### src/rtl/button_debouncer_pkg.sv
// Shared board constants for a 100 MHz system clock.
// Consumed by board-level input conditioning blocks such as button_debouncer.
package button_debouncer_pkg;

    localparam int CLOCK_HZ = 100_000_000;

    // 10 ms debounce window and 1 s long-press threshold at CLOCK_HZ
    localparam int DEBOUNCE_CYCLES_DEFAULT   = CLOCK_HZ / 100;
    localparam int LONG_PRESS_CYCLES_DEFAULT = CLOCK_HZ;

    function automatic int ms_to_cycles(input int ms);
        return (CLOCK_HZ / 1000) * ms;
    endfunction

endpackage

### src/rtl/sync_2ff.sv
// Two-flop synchronizer for a single asynchronous level input.
// Resets to 0 so a held input is not seen until two clock edges after reset release.
module sync_2ff (
    input  logic clock,
    input  logic rst_n,
    input  logic d,
    output logic q
);

    logic meta_p0;

    always_ff @(posedge clock or negedge rst_n) begin
        if (!rst_n) begin
            meta_p0 <= 1'b0;
            q       <= 1'b0;
        end else begin
            meta_p0 <= d;
            q       <= meta_p0;
        end
    end

endmodule

### src/rtl/button_debouncer.sv
// Push-button debouncer: synchronizes button_raw, accepts a level change only after
// DEBOUNCE_CYCLES stable samples, and flags long presses and aborted debounce waits.
module button_debouncer
    import button_debouncer_pkg::*;
#(
    parameter int DEBOUNCE_CYCLES   = DEBOUNCE_CYCLES_DEFAULT,
    parameter int LONG_PRESS_CYCLES = LONG_PRESS_CYCLES_DEFAULT
) (
    input  logic clock,
    input  logic rst_n,
    input  logic button_raw,
    output logic signal_debounced,
    output logic long_press,
    output logic bounce_seen
);

    localparam int DB_W   = $clog2(DEBOUNCE_CYCLES);
    localparam int HOLD_W = $clog2(LONG_PRESS_CYCLES);

    localparam logic [DB_W-1:0]   DB_LAST   = DB_W'(DEBOUNCE_CYCLES - 1);
    localparam logic [HOLD_W-1:0] HOLD_LAST = HOLD_W'(LONG_PRESS_CYCLES - 1);
    localparam logic [DB_W-1:0]   DB_ONE    = DB_W'(1);
    localparam logic [HOLD_W-1:0] HOLD_ONE  = HOLD_W'(1);

    typedef enum logic [1:0] {
        IDLE,
        PRESS_WAIT,
        PRESSED,
        RELEASE_WAIT
    } state_t;

    state_t            state;
    logic [DB_W-1:0]   db_cnt;
    logic [HOLD_W-1:0] hold_cnt;
    logic              sync;

    sync_2ff u_sync (
        .clock (clock),
        .rst_n (rst_n),
        .d     (button_raw),
        .q     (sync)
    );

    always_ff @(posedge clock or negedge rst_n) begin
        if (!rst_n) begin
            state            <= IDLE;
            db_cnt           <= '0;
            hold_cnt         <= '0;
            signal_debounced <= 1'b0;
            long_press       <= 1'b0;
            bounce_seen      <= 1'b0;
        end else begin
            bounce_seen <= 1'b0;
            unique case (state)
                IDLE: begin
                    db_cnt           <= '0;
                    hold_cnt         <= '0;
                    signal_debounced <= 1'b0;
                    long_press       <= 1'b0;
                    if (sync) begin
                        state <= PRESS_WAIT;
                    end
                end

                PRESS_WAIT: begin
                    if (!sync) begin
                        state       <= IDLE;
                        db_cnt      <= '0;
                        bounce_seen <= 1'b1;
                    end else if (db_cnt == DB_LAST) begin
                        state            <= PRESSED;
                        db_cnt           <= '0;
                        signal_debounced <= 1'b1;
                    end else begin
                        db_cnt <= db_cnt + DB_ONE;
                    end
                end

                PRESSED: begin
                    if (hold_cnt != HOLD_LAST) begin
                        hold_cnt <= hold_cnt + HOLD_ONE;
                    end else begin
                        long_press <= 1'b1;
                    end
                    if (!sync) begin
                        state  <= RELEASE_WAIT;
                        db_cnt <= '0;
                    end
                end

                RELEASE_WAIT: begin
                    // The hold count keeps running: the button is still debounced-pressed here
                    if (hold_cnt != HOLD_LAST) begin
                        hold_cnt <= hold_cnt + HOLD_ONE;
                    end else begin
                        long_press <= 1'b1;
                    end
                    if (sync) begin
                        state       <= PRESSED;
                        db_cnt      <= '0;
                        bounce_seen <= 1'b1;
                    end else if (db_cnt == DB_LAST) begin
                        state            <= IDLE;
                        db_cnt           <= '0;
                        hold_cnt         <= '0;
                        signal_debounced <= 1'b0;
                        long_press       <= 1'b0;
                    end else begin
                        db_cnt <= db_cnt + DB_ONE;
                    end
                end
            endcase
        end
    end

endmodule
### config.mk
export PLATFORM = sky130hd
export DESIGN_NAME = button_debouncer
export DESIGN_NICKNAME = d
export VERILOG_FILES = /design/src/rtl/button_debouncer_pkg.sv /design/src/rtl/sync_2ff.sv /design/src/rtl/button_debouncer.sv
export SDC_FILE = /design/constraint.sdc
export NUM_CORES = 1
export LEC_CHECK = 0
export CAP_MARGIN = 20
export CELL_PAD_IN_SITES_DETAIL_PLACEMENT = 1
export CELL_PAD_IN_SITES_GLOBAL_PLACEMENT = 2
export CORE_MARGIN = 1.5
export CORE_UTILIZATION = 43
export DETAILED_ROUTE_END_ITERATION = 6
export PLACE_DENSITY_LB_ADDON = 0.1
export SLEW_MARGIN = 30
export SYNTH_ARGS = -nofsm -noshare
export SYNTH_HDL_FRONTEND = slang
export SYNTH_SLANG_ARGS = --single-unit
export TNS_END_PERCENT = 100
### constraint.sdc
create_clock -name clock -period 6.4 [get_ports clock]
set_input_delay 0.96 -clock clock [delete_from_list [all_inputs] [get_ports clock]]
set_output_delay 0.96 -clock clock [all_outputs]
set_load 0.01 [all_outputs]
==> run_results.csv, run 1 <==
group,metric,value,unit
timing,finClkSkew,7.89,ps
critical_path,cp_top_family,"simple AND/OR/NAND/NOR gates",
drt,dr.pass1.iters,4,
clocking,cts_tree,"built",
global_route,antenna_found_initial,0,
cells_and_area,nets,358,
critical_path,worstPathRequired,6640,ps
critical_path,path_cells,"ha_1 -> nand4_1 -> nor2_1 -> nand3_1 -> o21ai_1 -> a32o_1",
timing,fin_setup_tns,0,ps
clocking,insertion_delay,300,ps
pwr,swShare,41.2,%
timing,grt_setup_unrepaired,"false",
clocking,cts.clk_slew.worst_paths,90,ps
placement,portBuffers,5,
clocking,cts_resized,0,
drt,vias_per_cell,6.00,
pwr,p_comb_share,43.0,%
logic_synthesis,yosys.area.top_type_share,43.1,%
floorplan,start_util,45.4,%
critical_path,path_depth,6,
global_route,grt_start_max_net_pins,55,
timing,setup_viol,0,
logic_synthesis,syn_nets,359,
critical_path,regToRegStartpoint,"hold_cnt[0]",
drt,wirelength,7580,µm
drt,ant_nets,0,
clocking,clk_path_buf_depth,2,
timing,hold_violations,0,
clocking,cts-root-buf,"clkbuf_8",
logic_synthesis,ys_warn_count,0,
drt,first_iter_violations,137,
global_route,grt_overflow,0,
clocking,ctsHoldBuffers,0,
clocking,htree_levels,2,
critical_path,ff2ff_path_depth,6,
hold_path,min_path_cells,0,
timing,period_share,35.9,%
pwr,power_frac_seq,38.1,%
placement,hpwl,5310,µm
cells_and_area,diodes,0,
floorplan,die_h,88.4,µm
logic_synthesis,synth_area,3140,µm²
logic_synthesis,seq_area_frac_synth,43.1,%
critical_path,startpoint_type,"flop",
critical_path,path_max_fanout,11,
pwr,powerDensity,306,nW/µm²
critical_path,r2r_slack,4100,ps
logic_synthesis,synthTopCellsByArea,"dfrtp_1 (43%), a21oi_1 (4.5%), nand3_1 (4.0%)",
pwr,internal_power,607,µW
global_route,grt_usage,21.4,%
drt,wl_per_cell,17.0,µm
global_route,grt_pass1_vias,2728,
pwr,vdd_drop_max,0.000348,V
timing,worstMarginPinSlew,824,ps
critical_path,slowest_stage,"nor2_1",
cells_and_area,final_common_cell,"dfrtp_1",
cells_and_area,postLayoutCoreUtil,48.8,%
timing,slew_violations,0,
critical_path,cp-end-kind,"flop",
pwr,power.leakage,1.46,nW
critical_path,arrival,2540,ps
timing,relSlewSlack,44.8,%
cells_and_area,fillCellCount,829,
logic_synthesis,synthArstFlopShare,100,%
placement,gp_congestion,0.817,
critical_path,worst_path_largest_cell_delay,590,ps
hold_path,min_from,"u_sync.meta_p0",
timing,fin_crit,2300,ps
job,drv_cap,0,
logic_synthesis,synth_top_area_cell,"dfrtp_1",
floorplan,ioPinCount,6,
hold_path,worstHoldEndpoint,"u_sync.q",
global_route,grt_pass1_wl,13200,µm
logic_synthesis,yosys_register_bits,54,
drt,drc,0,
floorplan,rows,30,
pwr,p_sw,425,µW
floorplan,core,6910,µm²
cells_and_area,areaGrowthSynthToFinish,7.38,%
cells_and_area,drive_gt1_share,6.30,%
floorplan,dieArea,7820,µm²
hold_path,hold_path.class,"reg -> reg",
clocking,cts.sinks,54,
clocking,postCtsSetupBuffers,0,
run_status,status,"completed",
logic_synthesis,ys_types,50,
cells_and_area,mostFrequentLayoutCells,"dfrtp_1 (54), a21oi_1 (28), nand2_1 (27)",
drt,vias,2671,
critical_path,worstSetupPathType,"reg -> reg",
timing,max_freq,435,MHz
pwr,pwr-share-clk,18.8,%
critical_path,crit_buf_inv,0,
critical_path,timing.rr.end,"hold_cnt[1]",
clocking,numCtsBuffers,5,
logic_synthesis,syn-instance-count,349,
floorplan,die_width,88.4,µm
logic_synthesis,avgSynthCellArea,8.99,µm²
logic_synthesis,synth_edf_count,0,
logic_synthesis,synth_ff_type,"dfrtp_1",
-- Yosys cell counts, drive strengths merged (2+ instances only) --
| library cell | instances |
|---|---|
| nor2 | 20 |
| a22o | 9 |
| inv | 13 |
| nor4b | 3 |
| nand2 | 27 |
| a31oi | 17 |
| a21o | 11 |
| buf | 4 |
| ha | 7 |
| a21oi | 29 |
| nand3b | 2 |
| and3 | 13 |
| and2 | 4 |
| mux2i | 11 |
| o22a | 3 |
| mux2 | 2 |
| clkbuf | 15 |
| nand3 | 25 |
| nor2b | 5 |
| and4 | 2 |
| o31ai | 2 |
| nand2b | 4 |
| o21ai | 15 |
| nor3 | 7 |
| nand4 | 17 |
| xor2 | 2 |
| nor4 | 9 |
| dfrtp | 54 |
-- layout make-up --
cell class / instances / area, µm² / area share (%)
well taps: 96 / 120 / 3.56
repair buffers: 11 / 90.1 / 2.67
flip-flops and latches: 54 / 1350 / 40.1
multi-input cells: 263 / 1670 / 49.5
clock inverters: 1 / 5.00 / 0.149
clock buffers: 7 / 86.3 / 2.56
inverters: 13 / 48.8 / 1.45
-- sequential cells by signal (all words and copies together) (netlist names), named ones only --
register,count
signal_debounced,1
bounce_seen,1
u_sync.meta_p0,1
hold_cnt,27
u_sync.q,1
long_press,1
db_cnt,20
state,1
-- cell families (layout without fill, tap and decap cells) --
logic type                 Yosys count  count (layout)  synth area share, %
AOI/OAI and AO/OA                   97              97                 20.1
DFF                                 54              54                 43.1
muxes                               13              13                 4.23
buffers and inverters               32              32                 3.95
adders and majority gates            7               7                 2.79
xor gates and xnor gates             3               3                0.837
and+or+nand+nor                    143             143                 25.1
-- worst max path at each step --
stage,startpoint,end,slack [ps]
final,hold_cnt[0],hold_cnt[1],4100
after global routing,hold_cnt[0],hold_cnt[2],3860
after CTS,db_cnt[10],hold_cnt[14],4070
after detailed placement,db_cnt[7],hold_cnt[14],4100
after global placement,hold_cnt[8],hold_cnt[26],4060
after floorplan,state[0],hold_cnt[3],4390
-- per-stage QoR --
stage | instance area [µm²] | power (mW) | hold slack, ps | std cells | worst slack, ps
after floorplan | 3140 | 0.723 | 331 | 349 | 4390
after global placement | 3270 | 0.841 | 336 | 437 | 4060
after detailed placement | 3280 | 0.849 | 336 | 437 | 4100
after CTS | 3370 | 1.05 | 358 | 445 | 4070
after global routing | 3370 | 1.12 | 364 | 445 | 3860
final | 3370 | 1.03 | 354 | 445 | 4100
-- routing by layer --
layer  part of all wire (%)  vias up  track usage, %  wire, µm
li1                       -     1307               -         -
met1                     51     1336            30.3      3880
met2                     46       22            35.1      3510
met3                    1.7        6            3.17       126
met4                   0.83        0            4.55        63
met5                      0        -               0         0
-- power groups by stage --
stage	Combinational (mW)	Clock, mW	Sequential [mW]
after floorplan	0.329	0	0.395
after global placement	0.441	0	0.399
after detailed placement	0.448	0	0.400
after CTS	0.449	0.206	0.394
after global routing	0.501	0.219	0.399
final	0.444	0.194	0.394
(Power assumes the default switching activity.)
==> run 2: changes to the inputs <==
--- a/config.mk
+++ b/config.mk
@@ -9,7 +9,7 @@
 export CELL_PAD_IN_SITES_DETAIL_PLACEMENT = 1
 export CELL_PAD_IN_SITES_GLOBAL_PLACEMENT = 2
 export CORE_MARGIN = 1.5
-export CORE_UTILIZATION = 43
+export CORE_UTILIZATION = 36
 export DETAILED_ROUTE_END_ITERATION = 6
 export PLACE_DENSITY_LB_ADDON = 0.1
 export SLEW_MARGIN = 30
==> constraint.sdc (replaced) <==
create_clock -name clock -period 1.92 [get_ports clock]
set_input_delay 0.288 -clock clock [delete_from_list [all_inputs] [get_ports clock]]
set_output_delay 0.288 -clock clock [all_outputs]
set_load 0.01 [all_outputs]
==> run 2 against run 1 <==
The run now ends with negative setup slack left. Global-route usage down 0.70 points. Core utilization about the same. Via count increased by 8.2%. Sequential share of layout area shrank 6.9 points. Worst setup slack got worse by 4200 ps. Critical path depth is 1 higher. Clock power rose to 3.5 times the previous value. Final cell count grew 15%. Routed wire length increased by 19%. Critical endpoint is now hold_cnt[24]. Largest cell class unchanged. Highest routed layer unchanged.
==> run_results.csv, run 2 (synthesis results as in run 1) <==
group,metric,value,unit
cells_and_area,drive_gt1_share,27.2,%
timing,max_freq,487,MHz
run_status,violations,"negative setup slack",
pwr,p_sw,1.68,mW
cells_and_area,final_cell_area,4070,µm²
run_status,status,"complete, but fails checks",
placement,portBuffers,5,
critical_path,crit_start,"db_cnt[7]",
critical_path,slowest_stage,"or4_4",
timing,hold_violations,0,
global_route,grt_start_max_net_pins,55,
clocking,clk_path_buf_depth,2,
clocking,insertion_delay,310,ps
cells_and_area,top_register,"hold_cnt",
global_route,grt_overflow,0,
critical_path,path_max_fanout,20,
pwr,powerDensity,1000,nW/µm²
placement,hpwl,6110,µm
critical_path,r2r_slack,-130,ps
pwr,power.leakage,1.83,nW
floorplan,die_width,96.4,µm
critical_path,regToRegStartpoint,"db_cnt[7]",
critical_path,crit_buf_inv,2,
clocking,cts_tree,"built",
global_route,grt_pass1_wl,14700,µm
drt,dr.pass1.iters,4,
clocking,cts-root-buf,"clkbuf_8",
timing,holdWs,356,ps
hold_path,hold_path.class,"reg -> reg",
critical_path,cp_top_family,"simple AND/OR/NAND/NOR gates",
drt,wirelength,9020,µm
floorplan,dieArea,9290,µm²
placement,placed_area,3680,µm²
cells_and_area,diodes,0,
pwr,swShare,41.2,%
global_route,grt_usage,20.7,%
timing,fin_crit,2050,ps
floorplan,start_util,37.6,%
pwr,pwr-share-clk,16.5,%
floorplan,ioPinCount,6,
placement,gp_congestion,0.795,
cells_and_area,mostFrequentLayoutCells,"dfrtp_1 (54), buf_4 (52), nand2_1 (26)",
timing,worstMarginPinSlew,454,ps
cells_and_area,top_regs,"hold_cnt x27, db_cnt x20",
timing,finClkSkew,10.7,ps
critical_path,worst_path_largest_cell_delay,550,ps
cells_and_area,final_common_cell,"dfrtp_1",
pwr,p_comb_share,52.1,%
critical_path,worstPathRequired,2120,ps
drt,ant_nets,0,
clocking,cts.clk_slew.worst_paths,100,ps
critical_path,cp-end-kind,"flop",
clocking,numCtsBuffers,5,
clocking,cts.sinks,54,
timing,slew_violations,0,
critical_path,arrival,2250,ps
global_route,grt_pass1_vias,2989,
floorplan,rows,33,
cells_and_area,nets,414,
cells_and_area,largest_reg_flops,27,
job,drv_cap,0,
drt,drc,0,
pwr,internal_power,2.40,mW
critical_path,path_cells,"or4_4 -> nor4_4 -> buf_4 -> a21oi_2 -> buf_12 -> a21o_1 -> a22o_1",
drt,vias_per_cell,5.66,
timing,grt_setup_unrepaired,"true",
timing,setup_viol,30,
cells_and_area,areaGrowthSynthToFinish,29.6,%
drt,vias,2889,
timing,setup_ws,-132,ps
drt,wl_per_cell,17.7,µm
critical_path,startpoint_type,"flop",
critical_path,worstSetupPathType,"reg -> reg",
global_route,antenna_found_initial,0,
timing,period_share,107,%
floorplan,die_h,96.4,µm
pwr,power_frac_seq,31.4,%
floorplan,core,8340,µm²
pwr,vdd_drop_max,0.000723,V
drt,first_iter_violations,92,
timing,relSlewSlack,69.7,%
clocking,htree_levels,2,
hold_path,min_from,"u_sync.meta_p0",
[run 2: cell count changes in the layout (fill, tap and decap cells not counted), sizes merged]
cell,before,now
buf,7,62
dlygate4sd3,0,1
[run 2: path summary, 6_finish.rpt]
kind	cells after the start	end
setup / recovery	7	hold_cnt[24]
hold / removal	0	u_sync.q
setup reg to reg	7	hold_cnt[24]
hold reg to reg	0	u_sync.q
max in group asynchronous	3	db_cnt[17]
min in group asynchronous	3	hold_cnt[13]
[run 2: worst register-to-register path, cell delays in order (launching register included)]
cell and delay [ps]:
dfrtp_1 400, or4_4 550, nor4_4 210, buf_4 170
a21oi_2 60, buf_12 180, a21o_1 160, a22o_1 220
[run 2: area by class of cell]
| type | count | area, µm² |
|---|---|---|
| clock buffers | 7 | 86.3 |
| flip-flops and latches | 54 | 1350 |
| repair buffers | 67 | 573 |
| clock inverters | 1 | 5.00 |
| well taps | 105 | 131 |
| inverters | 13 | 48.8 |
| fillers | 965 | 4270 |
| multi-input cells | 263 | 1870 |
[run 2: routing by layer]
layer  part of all wire [%]  vias to the layer above  global-route usage (%)
met5                      0                        -                       0
met2                     51                        9                    36.2
met3                    1.0                        7                    2.45
met4                    1.1                        0                    5.56
met1                     47                     1459                    27.1
li1                       -                     1414                       -
[run 2: repair_timing]
item | in CTS | in global routing
endpoints found under the setup margin | 39 | 50
pin swaps | 1 | 5
hold buffers | 1 | 0
endpoints found under the hold margin | 54 | 0
resized for setup | 21 | 35
cloned | 0 | 1
buffers inserted | 1 | 7
[run 2: power by group through the flow]
stage	Sequential [mW]	Combinational, mW	Clock (mW)
finish	1.28	2.12	0.674
global route	1.30	2.33	0.753
CTS	1.28	1.94	0.707
detailed placement	1.30	1.84	0
global placement	1.29	1.81	0
floorplan	1.32	1.13	0
[run 2: through the flow]
step	setup WS, ps	total power [mW]	cells	TNS [ps]	utilization, %
2_1_floorplan	-71.6	2.44	349	-334	-
6_report	-132	4.07	510	-1530	48.8
3_5_place_dp	-216	3.13	493	-2850	44.1
3_3_place_gp	-124	3.10	493	-882	44.1
5_1_grt	-218	4.38	510	-5070	48.8
4_1_cts	-119	3.93	503	-1520	46.4
